## src/rtl/reaction_round_sequencer.sv

```systemverilog
// reaction_round_sequencer
//
// Runs a multi-round reaction-time session. For each round it:
//   1. loads a random hold-off from the LFSR,
//   2. waits out the hold-off,
//   3. raises the "go" prompt and counts the button reaction in 100 Hz ticks,
//   4. folds the result into the last/best/sum statistics.
// All counting happens on the system clock and is gated by the tick enable.
//
// Optional feature macro: FALSE_START_RETRY_EN
//   defined   - a press during the hold-off re-arms the same round.
//   undefined - a press during the hold-off scores a TIMEOUT penalty and
//               consumes the round.
//
// Ports:
//   clk          system clock
//   rst_n        synchronous, active-low reset
//   start        session start pulse (honoured in IDLE/DONE only)
//   press        debounced button-edge pulse
//   tick         100 Hz single-cycle enable
//   rnd[8:0]     LFSR value, sampled only in ARM
//   busy         session in progress (not IDLE/DONE)
//   prompt       high while in GO
//   round_idx    current round, 0-based
//   last_time    reaction of the most recently finished round
//   best_time    minimum reaction this session (9'h1FF when none yet)
//   sum_time     sum of reactions this session
//   result_valid pulse when last/best/sum are updated
//   false_start  pulse on a press during the hold-off
//   timed_out    pulse on reaction timeout
//   done         pulse on entering DONE
module reaction_round_sequencer #(
    parameter int ROUNDS    = 4,
    parameter int MIN_WAIT  = 100,
    parameter int TIMEOUT   = 300,
    parameter int GAP_TICKS = 50
) (
    input  logic       clk,
    input  logic       rst_n,
    input  logic       start,
    input  logic       press,
    input  logic       tick,
    input  logic [8:0] rnd,
    output logic       busy,
    output logic       prompt,
    output logic [2:0] round_idx,
    output logic [8:0] last_time,
    output logic [8:0] best_time,
    output logic [11:0] sum_time,
    output logic       result_valid,
    output logic       false_start,
    output logic       timed_out,
    output logic       done
);

    localparam logic [9:0]  MIN_W      = 10'(MIN_WAIT);
    localparam logic [8:0]  TIMEOUT_V  = 9'(TIMEOUT);
    localparam logic [15:0] GAP_LAST   = 16'(GAP_TICKS - 1);
    localparam logic [2:0]  LAST_ROUND = 3'(ROUNDS - 1);

    typedef enum logic [2:0] {
        S_IDLE, S_ARM, S_WAIT, S_GO, S_RESULT, S_GAP, S_DONE
    } state_t;

    state_t      state;
    logic [9:0]  wait_cnt;   // wide enough for rnd + MIN_WAIT
    logic [8:0]  react_cnt;
    logic [15:0] gap_cnt;

    // Small LFSR values are pushed up so the hold-off is never shorter
    // than MIN_WAIT ticks.
    function automatic logic [9:0] holdoff(input logic [8:0] r);
        if ({1'b0, r} < MIN_W)
            return {1'b0, r} + MIN_W;
        else
            return {1'b0, r};
    endfunction

    function automatic logic [8:0] min9(input logic [8:0] a, input logic [8:0] b);
        return (a < b) ? a : b;
    endfunction

    always_ff @(posedge clk) begin
        if (!rst_n) begin
            state        <= S_IDLE;
            busy         <= 1'b0;
            prompt       <= 1'b0;
            round_idx    <= 3'd0;
            last_time    <= 9'd0;
            best_time    <= 9'h1FF;
            sum_time     <= 12'd0;
            result_valid <= 1'b0;
            false_start  <= 1'b0;
            timed_out    <= 1'b0;
            done         <= 1'b0;
            wait_cnt     <= 10'd0;
            react_cnt    <= 9'd0;
            gap_cnt      <= 16'd0;
        end else begin
            result_valid <= 1'b0;
            false_start  <= 1'b0;
            timed_out    <= 1'b0;
            done         <= 1'b0;

            case (state)
                S_IDLE, S_DONE: begin
                    if (start) begin
                        state     <= S_ARM;
                        busy      <= 1'b1;
                        round_idx <= 3'd0;
                        sum_time  <= 12'd0;
                        best_time <= 9'h1FF;
                        last_time <= 9'd0;
                    end
                end

                S_ARM: begin
                    wait_cnt  <= holdoff(rnd);
                    react_cnt <= 9'd0;
                    state     <= S_WAIT;
                end

                S_WAIT: begin
                    // A press wins even in the cycle the hold-off expires.
                    if (press) begin
                        false_start <= 1'b1;
`ifdef FALSE_START_RETRY_EN
                        state       <= S_ARM;
`else
                        last_time   <= TIMEOUT_V;
                        state       <= S_RESULT;
`endif
                    end else if (wait_cnt == 10'd0) begin
                        state  <= S_GO;
                        prompt <= 1'b1;
                    end else if (tick) begin
                        wait_cnt <= wait_cnt - 10'd1;
                    end
                end

                S_GO: begin
                    // Press beats both a same-cycle tick and the timeout.
                    if (press) begin
                        last_time <= react_cnt;
                        prompt    <= 1'b0;
                        state     <= S_RESULT;
                    end else if (react_cnt == TIMEOUT_V) begin
                        last_time <= TIMEOUT_V;
                        timed_out <= 1'b1;
                        prompt    <= 1'b0;
                        state     <= S_RESULT;
                    end else if (tick) begin
                        react_cnt <= react_cnt + 9'd1;
                    end
                end

                S_RESULT: begin
                    sum_time     <= sum_time + {3'b000, last_time};
                    best_time    <= min9(best_time, last_time);
                    result_valid <= 1'b1;
                    gap_cnt      <= 16'd0;
                    if (round_idx == LAST_ROUND) begin
                        state <= S_DONE;
                        busy  <= 1'b0;
                        done  <= 1'b1;
                    end else begin
                        state <= S_GAP;
                    end
                end

                S_GAP: begin
                    if (tick) begin
                        if (gap_cnt == GAP_LAST) begin
                            gap_cnt   <= 16'd0;
                            round_idx <= round_idx + 3'd1;
                            state     <= S_ARM;
                        end else begin
                            gap_cnt <= gap_cnt + 16'd1;
                        end
                    end
                end

                default: state <= S_IDLE;
            endcase
        end
    end

endmodule

```

## config.mk

```make
export PLATFORM = sky130hd
export DESIGN_NAME = reaction_round_sequencer
export DESIGN_NICKNAME = d
export VERILOG_FILES = /design/src/rtl/reaction_round_sequencer.sv
export SDC_FILE = /design/constraint.sdc
export NUM_CORES = 1
export LEC_CHECK = 0
export BUFFER_PORTS_ARGS = -buffer_cell sky130_fd_sc_hd__buf_2
export CAP_MARGIN = 20
export CORE_MARGIN = 5
export CORE_UTILIZATION = 60
export DETAILED_ROUTE_END_ITERATION = 10
export PLACE_DENSITY = 0.84
export SETUP_SLACK_MARGIN = 0.02
export SYNTH_ARGS = -nofsm -noshare
export SYNTH_HDL_FRONTEND = slang
export SYNTH_SLANG_ARGS = --single-unit
```

## constraint.sdc

```tcl
create_clock -name clk -period 2.8 [get_ports clk]
set_input_delay 0.42 -clock clk [delete_from_list [all_inputs] [get_ports clk]]
set_output_delay 0.42 -clock clk [all_outputs]
set_load 0.01 [all_outputs]
```

# ---- After elaboration in Yosys (flattened, before gate mapping)
# Index checks and enable logic that the tools add are counted.
dict set report op_classes {
  add_sub_neg 6
  magnitude_cmp 2
  eq_ne 24
  mux 47
  n_bitwise 2
  reduce_logical 23
}
# op count
set op_table {}
lappend op_table {{$mux 9} 9}
lappend op_table {{$mux 10} 4}
lappend op_table {{$pmux 9 s2} 2}
lappend op_table {{$mux 16} 2}
lappend op_table {{$pmux 16 s2} 1}
lappend op_table {{$mux 3} 10}
lappend op_table {{$pmux 9 s3} 1}
lappend op_table {{$ne 2x2->1 const B} 13}
lappend op_table {{$pmux 12 s2} 1}
lappend op_table {{$pmux 10 s2} 1}
lappend op_table {{$reduce_and 4->1} 5}
lappend op_table {{$pmux 3 s6} 1}
lappend op_table {{$add 16x1->16 const B} 1}
lappend op_table {{$eq 16x6->1 const B} 1}
lappend op_table {{$add 12x9->12} 1}
lappend op_table {{$mux 12} 1}
lappend op_table {{$reduce_bool 2->1} 6}
lappend op_table {{$add 9x7->10 const B} 1}
lappend op_table {{$logic_not 10->1} 1}
lappend op_table {{$mux 1} 10}
lappend op_table {{$sub 10x1->10 const B} 1}
lappend op_table {{$add 9x1->9 const B} 1}
lappend op_table {{$eq 3x2->1 const B} 3}
lappend op_table {{$eq 3x3->1 const B} 3}
lappend op_table {{other kinds (17)} 24}
dict set report word_totals {
  regBits 77
  inputBits 14
  out_inout_bits 39
  wordCells 118
}

# ---- Logic depth before layout (Yosys ltp)
# Gate-level depths: netlist of the first run.
dict set report logic_depth {
  word_depth 5
  mapped_depth 8
}

# ---- Worst setup path after synthesis of the first run
# OpenSTA, ideal clock, no wires.
dict set report synth_timing {
  kind {register to register}
  start {register last_time[7]}
  end {register best_time[1]}
  setup_ns 0.122
  t_arrival_ns 1.870
  t_required_ns 2.678
  setup_slack_ns 0.808
  stages_incl_launch_ff 9
  synth_period_minus_slack_ns 1.992
  path_cell_list {dfxtp_1 inv_1 ha_1 a21o_1 a21oi_1 o2111ai_2 o21a_1 buf_4 o32a_1}
}
dict set report synth_between {
  elab_chain_cells 3
}
# item line_no
set synth_rtl {}
lappend synth_rtl {{start, declared} 47} ;# output logic [8:0] last_time,
lappend synth_rtl {{start signal, assigned} 144} ;# last_time <= react_cnt;
lappend synth_rtl {{$lt 9x9->1} 80} ;# return (a < b) ? a : b;
lappend synth_rtl {{$ne 2x2->1 (no source line)} -}
lappend synth_rtl {{$reduce_and 3->1 (no source line)} -}
lappend synth_rtl {{end signal, assigned} 159} ;# best_time <= min9(best_time, last_time);
lappend synth_rtl {{end, declared} 48} ;# output logic [8:0] best_time,
# Every way passes these cells.
# A chain may end at the register's enable or synchronous reset.

# ---- Worst setup path after layout of the first run
dict set report layout_timing {
  start {register state[2]}
  end {register gap_cnt[7]}
}
dict set report layout_between {
  elab_chain_cells 3
}
# item line_no
set layout_rtl {}
lappend layout_rtl {{start, declared} 65} ;# state_t state;
lappend layout_rtl {{start signal, assigned} 85} ;# state <= S_IDLE;
lappend layout_rtl {{start signal, assigned} 108} ;# state <= S_ARM;
lappend layout_rtl {{start signal, assigned} 120} ;# state <= S_WAIT;
lappend layout_rtl {{$eq 3x3->1} 105} ;# case (state)
lappend layout_rtl {{$ne 2x2->1 (no source line) or $reduce_bool 2->1 (tied branches)} -}
lappend layout_rtl {{$reduce_and 2->1 (no source line)} -}
lappend layout_rtl {{end signal, assigned} 178} ;# gap_cnt <= gap_cnt + 16'd1;
lappend layout_rtl {{end, declared} 68} ;# logic [15:0] gap_cnt;
# Parallel ways exist; a longest one is shown, timed or not.

==> results of run 1 <==
[stage by stage]
stage | cells | cell area, µm² | util (%) | total power [mW] | hold WS [ns]
6_report | 683 | 4970 | 68.6 | 3.79 | 0.417
5_1_grt | 683 | 4970 | 68.6 | 4.05 | 0.425
4_1_cts | 683 | 4970 | 68.6 | 3.76 | 0.412
3_5_place_dp | 668 | 4770 | 65.8 | 2.90 | 0.467
3_3_place_gp | 667 | 4770 | 65.8 | 2.86 | 0.450
2_1_floorplan | 533 | 4460 | - | 2.59 | 0.454
[critical path, cell delays in order, from the launching register on]
cell     delay (ns)
dfxtp_1        0.57
nor2b_2        0.36
and2_1         0.26
and2_0         0.38
o21ai_0        0.32
buf_2          0.26
nor2_1         0.10
[worst paths after layout]
kind / end / slack [ns] / depth (start not counted)
worst min-delay path: wait_cnt[1]$_SDFFE_PN0P_ / 0.42 / 3
worst min register to register: busy$_SDFFE_PN0P_ / 0.48 / 2
worst max register to register: gap_cnt[7]$_SDFFE_PN0P_ / 0.48 / 6
worst max-delay path: gap_cnt[7]$_SDFFE_PN0P_ / 0.48 / 6
[report_power, final]
part	internal, mW	switching, mW
sequential	1.23	0.143
combinational	0.569	0.999
clock	0.453	0.395
[final cells by class]
cell class	count	share of cell area [%]
Clock buffer	11	3.04
Clock inverter	4	0.956
Inverter	29	2.19
Multi-Input combinational cell	405	54.2
Sequential cell	77	31.0
Tap cell	99	2.49
Timing Repair Buffer	58	6.09
[flip-flops by register name, indices dropped and copies added, names as in the netlist]
signal / cells
result_valid: 1
done: 1
false_start: 1
round_idx: 3
timed_out: 1
best_time: 9
state: 3
gap_cnt: 16
prompt: 1
react_cnt: 9
sum_time: 12
last_time: 9
busy: 1
wait_cnt: 10
[cell usage in the layout (no fill, tap or decap), drive strengths merged, types with 5 or more instances in the layout]
master / count
o21a: 6
nor2: 61
xnor2: 22
nor3b: 6
buf: 58
and3: 7
inv: 27
o21ai: 29
a21oi: 35
nor4: 5
dfxtp: 77
mux2i: 8
nand2b: 7
and2: 7
nand4: 10
o211ai: 6
a211oi: 12
nand2: 46
clkbuf: 11
o32a: 9
ha: 26
a22oi: 6
o2111ai: 5
nand3: 22
nor3: 16
[metal layers]
layer	vias up	part of all wire [%]	global-route usage [%]
li1	2025	-	-
met1	1904	46	32.1
met2	124	48	39.9
met3	24	4.8	3.36
met4	0	1.8	9.24
met5	-	0	0
[kinds of logic after synthesis]
family | count (synthesis) | share of synthesized area (%)
buf+inv | 51 | 5.04
flops | 77 | 34.5
mux | 8 | 1.79
fa+ha+maj | 27 | 7.74
compound gates | 140 | 22.5
xor+xnor | 26 | 5.10
simple gates | 204 | 23.3
==> results.toml, run 1 <==
[route]
vias = 4077
drc_errors = 0
wl_um = 10600
vias_per_cell = 5.97
postRouteAntennaNets = 0
dr.pass1.iters = 5
routedWlPerCell_um = 15.5
dr.first_iter.drc_count = 251

[timing]
hold_viol = 0
fmax_ghz = 0.431
max_slew_margin_pct = 51.1
finalSetupViolations = 0
max_slew.worst_pin.slew_ns = 0.725
clock_skew_ns = 0.00976
rsz0062_at_grt = "false"
fin_crit_sh_pct = 82.8
setup_tns_ns = 0
setup_slack_ns = 0.481
drv_slew = 0
fin_crit_ns = 2.32

[hold_path]
hp-class = "primary input to flip-flop"
hp-start = "rnd[1]"

[global_route]
grt_max_degree = 41
antenna_found_initial = 0
track_usage_pct = 24.3
grt_pass1_vias = 3813
grt_pass1_wl_um = 17900
grt-ovfl-total = 0

[placed_design]
portBuffers = 52
dp_hpwl_um = 7540
gp_routability_congestion = 0.871
post-place-ws_ns = 0.523

[yosys]
synth-main-ff-cell = "dfxtp_1"
yosys.cell_types.count = 71
seq_area_frac_synth_pct = 34.5
yosysWarningCount = 0
yosysMostFrequentCell = "dfxtp_1"
synth_cells = 533
syn_area_per_cell_um2 = 8.38
synthTopCellsByCount = "77 x dfxtp_1, 60 x nor2_1, 46 x nand2_1, 34 x a21oi_1, 28 x o21ai_0"
synth_edf_count = 0
synth_seq_cells = 77
synthesis.nets = 574
synth_top_area_cell = "dfxtp_1"
async_flop_share_pct = 0
synthesis.area_um2 = 4460
yosysTopAreaCellShare_pct = 34.5
synth_area_leaders = "dfxtp_1 35%, ha_1 7.3%, nor2_1 5.0%"

[cts]
hold_buffers = 0
cts.path.max_buffers = 2
clkLatencyLatePin_ns = 0.35
clkTransAtPathRegs_ns = 0.07
cts_sinks = 77
cts_root_buffer = "clkbuf_8"
cts_tree = "done"
postCtsSetupBuffers = 0
h-tree-depth = 3
cts_buffers = 9
cts-resized-gates = 0

[status]
status = "completed"

[cells_and_area]
layout-drive-gt1-share_pct = 16.1
multi_input_area_um2 = 2700
num-nets-final = 621
fillers = 586
seq_area_um2 = 1540
antennaDiodeCount = 0
area_growth_pct = 11.4

[floorplan]
core_um2 = 7250
die_width_um = 96.3
io-pin-count = 53
dieArea_um2 = 9270
die_y_um = 96.3
num_rows = 31
start_util_pct = 61.5

[worst_setup_path]
start_kind = "flip-flop"
end_kind = "flip-flop"
critical_path_class = "flip-flop to flip-flop"
crit_start = "state[2]$_SDFFE_PN0P_"
cp_data_required_time_ns = 3.08
crit_fanout = 15
reg2reg_from = "state[2]$_SDFFE_PN0P_"
critPathArrivalTime_ns = 2.60

[power_and_ir_drop]
total_leakage_power_nw = 1.93
ir_drop_mv = 0.534
power_density_nw_per_um2 = 762

[flow_run]
maxCapViolCount = 0
Note: power is estimated with default switching activity, not from simulation.
==> run 2, diff against run 1 <==
CORE_UTILIZATION = 59   (was 60)
PLACE_DENSITY = 0.83   (was 0.84)
clock period = 2.3 ns   (was 2.8 ns; I/O delays follow)
==> run 2 against run 1 <==
  * Core utilization is 0.77 points higher
  * Clock power increased by 20%
  * Register-to-register slack worse by 0.28 ns
  * Fmax grew 10%
  * Wire length is 3.2% higher
==> results.toml, run 2 (synthesis results as in run 1) <==
[worst_setup_path]
crit_slowest_cell = "fa_1"
cp.depth = 6
cp_top_family = "compound AO/OA/AOI/OAI gates"
critPathArrivalTime_ns = 2.35
crit_chain = "ha_1, fa_1, a211oi_2, o21a_1, o21ai_0, a41o_1"
cpPeakStageDelay_ns = 0.46
cp.buffers_inverters = 0
worstRegToRegCells = 6
end_kind = "flip-flop"
crit_fanout = 5
start_kind = "flip-flop"
cp_data_required_time_ns = 2.55
critical_path_class = "flip-flop to flip-flop"

[cts]
cts_sinks = 77
cts-resized-gates = 0
cts_tree = "done"
cts_buffers = 9
clkLatencyLatePin_ns = 0.35
cts.path.max_buffers = 2
postCtsSetupBuffers = 0
clkTransAtPathRegs_ns = 0.08
cts_root_buffer = "clkbuf_8"
hold_buffers = 0
h-tree-depth = 3

[cells_and_area]
final_common_cell = "dfxtp_1"
area_growth_pct = 13.3
num-nets-final = 632
largest_reg_flops = 16
antennaDiodeCount = 0
layout-drive-gt1-share_pct = 17.8
regMostFlops = "gap_cnt"
multi_input_area_um2 = 2700
top_regs = "gap_cnt (16), sum_time (12), wait_cnt (10)"
fin_area_um2 = 5060
fillers = 623
seq_area_um2 = 1540
layout_common_cells = "77 x dfxtp_1, 60 x nor2_1, 52 x buf_2, 46 x nand2_1, 34 x a21oi_1"

[floorplan]
core_um2 = 7290
num_rows = 31
die_y_um = 97.0
io-pin-count = 53
dieArea_um2 = 9410
die_width_um = 97.0
start_util_pct = 61.2

[route]
postRouteAntennaNets = 0
routedWlPerCell_um = 15.7
vias = 4206
dr.first_iter.drc_count = 208
wl_um = 10900
dr.pass1.iters = 5
drc_errors = 0
vias_per_cell = 6.05

[timing]
fin_crit_ns = 2.10
max_slew_margin_pct = 47.2
hold_viol = 0
fin_crit_sh_pct = 91.4
fmax_ghz = 0.476
finalSetupViolations = 0
clock_skew_ns = 0.00703
setup_tns_ns = 0
rsz0062_at_grt = "false"
max_slew.worst_pin.slew_ns = 0.782
drv_slew = 0
setup_slack_ns = 0.198

[placed_design]
dpl-instance-area_um2 = 4860
portBuffers = 52
post-place-ws_ns = 0.169
dp_hpwl_um = 7850
gp_routability_congestion = 0.890

[power_and_ir_drop]
ir_drop_mv = 0.889
finalPower_mw = 4.68
total_leakage_power_nw = 1.98
power_density_nw_per_um2 = 925

[global_route]
grt_max_degree = 28
grt_pass1_vias = 4035
track_usage_pct = 23.1
antenna_found_initial = 0
grt_pass1_wl_um = 18300
grt-ovfl-total = 0

[flow_run]
maxCapViolCount = 0

[hold_path]
worstHoldPathCells = 3
hp-class = "primary input to flip-flop"

[status]
status = "completed"
[run 2: cell types whose count changed in the layout (fill, tap and decap cells not counted), sizes merged]
cell / change
buf: +11
clkbuf: -1
clkinv: +1
clkinvlp: +1
[run 2: metal layers]
layer	global-route usage, %	share of wire (%)	vias up
li1	-	-	2047
met1	28.2	43	1968
met2	38.0	48	149
met3	6.19	6.6	42
met4	10.2	2.9	0
met5	0	0	-
[run 2: layout make-up]
type                       count  share of cell area, %
sequential                    77                   30.5
timing repair buffer          69                   7.67
multi-input combinational    405                   53.5
tap                           99                   2.45
clock buffer                  10                   2.52
clock inverter                 6                   1.26
inverter                      29                   2.15
[run 2: power breakdown]
| part | internal (mW) | switching [mW] |
|---|---|---|
| logic | 0.758 | 1.22 |
| registers | 1.50 | 0.190 |
| clock network | 0.500 | 0.518 |
[run 2: through the flow]
stage          std cells  util [%]  hold slack (ns)
6_report             695      69.3            0.333
3_3_place_gp         679      66.6            0.459
4_1_cts              695      69.3            0.326
5_1_grt              695      69.3            0.333
3_5_place_dp         679      66.6            0.477
2_1_floorplan        533         -            0.454
[run 2: final timing paths]
path | from | end | slack, ns
max | last_time[0]$_SDFFE_PN0P_ | sum_time[10]$_SDFFE_PN0P_ | 0.20
min | rnd[1] | wait_cnt[1]$_SDFFE_PN0P_ | 0.33
max reg2reg | last_time[0]$_SDFFE_PN0P_ | sum_time[10]$_SDFFE_PN0P_ | 0.20
min reg2reg | busy$_SDFFE_PN0P_ | busy$_SDFFE_PN0P_ | 0.48
[run 2: tightest hold or removal path, delay by kind of cell]
kind	cells	cell delay [ns]
buf+inv	1	0.08
compound gates	2	0.22
==> run 3, diff against run 2 <==
BUFFER_PORTS_ARGS = unset   (was -buffer_cell sky130_fd_sc_hd__buf_2)
CORE_ASPECT_RATIO = 1.4   (was unset)
CORE_UTILIZATION = 60   (was 59)
CTS_CLUSTER_SIZE = 10   (was unset)
DONT_BUFFER_PORTS = 1   (was unset)
PLACE_DENSITY = 0.78   (was 0.83)
==> run 3 against run 2 <==
  * Count of clock-buffer cells in the layout is 1 higher
  * Wire length down 4.6%
  * Fmax grew 0.15%
  * Global-route usage down 0.26 points
  * First-iteration DRC count up 23%
  * Hold slack lost 0.20 ns
  * Cell area shrank 5.3%
  * Via count shrank 7.1%
  * Critical endpoint is now best_time[2]$_SDFFE_PN1P_
  * Largest cell class unchanged
==> results.toml, run 3 (synthesis results as in run 1) <==
[floorplan]
dieArea_um2 = 9290
core_um2 = 7310
die_y_um = 112
num_rows = 37
start_util_pct = 61.0
die_width_um = 82.9
io-pin-count = 53

[worst_setup_path]
cp_data_required_time_ns = 2.55
crit_slowest_cell = "dfxtp_1"
cpPeakStageDelay_ns = 0.58
cp_top_family = "compound AO/OA/AOI/OAI gates"
crit_chain = "inv_1, ha_1, a21oi_1, o2111ai_2, o21a_1, o32a_1"
critPathArrivalTime_ns = 2.35
end_kind = "flip-flop"
crit_fanout = 9
cp.buffers_inverters = 1
start_kind = "flip-flop"
critical_path_class = "flip-flop to flip-flop"

[cts]
h-tree-depth = 3
cts_buffers = 9
hold_buffers = 0
clkTransAtPathRegs_ns = 0.07
postCtsSetupBuffers = 0
clkLatencyLatePin_ns = 0.36
cts_tree = "done"
cts-resized-gates = 0
cts.path.max_buffers = 2
cts_sinks = 77
cts_root_buffer = "clkbuf_8"

[timing]
rsz0062_at_grt = "false"
max_slew_margin_pct = 51.0
setup_tns_ns = 0
clock_skew_ns = 0.00622
hold_viol = 0
fin_crit_sh_pct = 91.2
fin_crit_ns = 2.10
finalSetupViolations = 0
fmax_ghz = 0.477
max_slew.worst_pin.slew_ns = 0.726
drv_slew = 0

[route]
routedWlPerCell_um = 16.3
dr.first_iter.drc_count = 255
dr.pass1.iters = 4
drc_errors = 0
wl_um = 10400
vias = 3906
postRouteAntennaNets = 0
vias_per_cell = 6.11

[power_and_ir_drop]
total_leakage_power_nw = 1.75
ir_drop_mv = 0.787
power_density_nw_per_um2 = 958

[global_route]
grt_pass1_wl_um = 17500
track_usage_pct = 22.8
grt_pass1_vias = 3791
grt_max_degree = 31
antenna_found_initial = 0
grt-ovfl-total = 0

[cells_and_area]
regMostFlops = "gap_cnt"
num-nets-final = 579
area_growth_pct = 7.26
fillers = 679
layout-drive-gt1-share_pct = 9.59
top_regs = "gap_cnt (16), sum_time (12), wait_cnt (10)"
largest_reg_flops = 16
antennaDiodeCount = 0
final_core_util_pct = 65.5
final_common_cell = "dfxtp_1"
layout_common_cells = "77 x dfxtp_1, 60 x nor2_1, 46 x nand2_1, 34 x a21oi_1, 28 x o21ai_0"

[placed_design]
portBuffers = 0
gp_routability_congestion = 0.860
dp_hpwl_um = 7650

[hold_path]
hp-class = "primary input to flip-flop"

[status]
status = "completed"

[flow_run]
maxCapViolCount = 0
[run 3: worst register-to-register path: stages, from the launching register on]
cell and delay [ns]:
dfxtp_1 0.58, inv_1 0.10, ha_1 0.31, a21oi_1 0.20, o2111ai_2 0.15, o21a_1 0.32
o32a_1 0.34
[run 3: layout make-up]
| class | count | area, µm² | share of cell area, % |
|---|---|---|---|
| clock inverters | 4 | 47.5 | 0.993 |
| repair buffers | 16 | 120 | 2.51 |
| clock buffers | 11 | 151 | 3.16 |
| inverters | 29 | 109 | 2.27 |
| flip-flops and latches | 77 | 1540 | 32.2 |
| well taps | 97 | 121 | 2.53 |
| multi-input cells | 405 | 2700 | 56.3 |
[run 3: path summary, 6_finish.rpt]
| path | start | end | slack [ns] | cells past startpoint |
|---|---|---|---|---|
| setup / recovery | last_time[1]$_SDFFE_PN0P_ | best_time[2]$_SDFFE_PN1P_ | 0.20 | 6 |
| hold / removal | rst_n | round_idx[0]$_SDFFE_PN0P_ | 0.13 | 2 |
| setup reg to reg | last_time[1]$_SDFFE_PN0P_ | best_time[2]$_SDFFE_PN1P_ | 0.20 | 6 |
| hold reg to reg | wait_cnt[1]$_SDFFE_PN0P_ | wait_cnt[1]$_SDFFE_PN0P_ | 0.50 | 2 |
[run 3: power by group]
| group | internal, mW | leakage, nW | switching [mW] | total (mW) |
|---|---|---|---|---|
| sequential | 1.50 | 0.623 | 0.196 | 1.69 |
| combinational | 0.719 | 1.02 | 1.14 | 1.85 |
| clock | 0.550 | 0.101 | 0.492 | 1.04 |
[run 3: through the flow]
step / power, mW / cells / setup slack (ns) / hold WS (ns) / area (µm²)
CTS: 4.60 / 639 / 0.192 / 0.117 / 4790
floorplan: 3.15 / 533 / 0.308 / 0.454 / 4460
finish: 4.59 / 639 / 0.202 / 0.134 / 4790
global route: 4.91 / 639 / 0.0906 / 0.114 / 4790
global placement: 3.51 / 624 / 0.287 / 0.474 / 4590
detailed placement: 3.56 / 624 / 0.203 / 0.489 / 4590
[run 3: routing by layer]
metal  GRT usage [%]  vias up  share of wire [%]
li1                -     1946                  -
met1            26.2     1869                 42
met2            39.5       77                 50
met3            6.46       14                5.5
met4            9.71        0                2.1
met5               0        -                  0
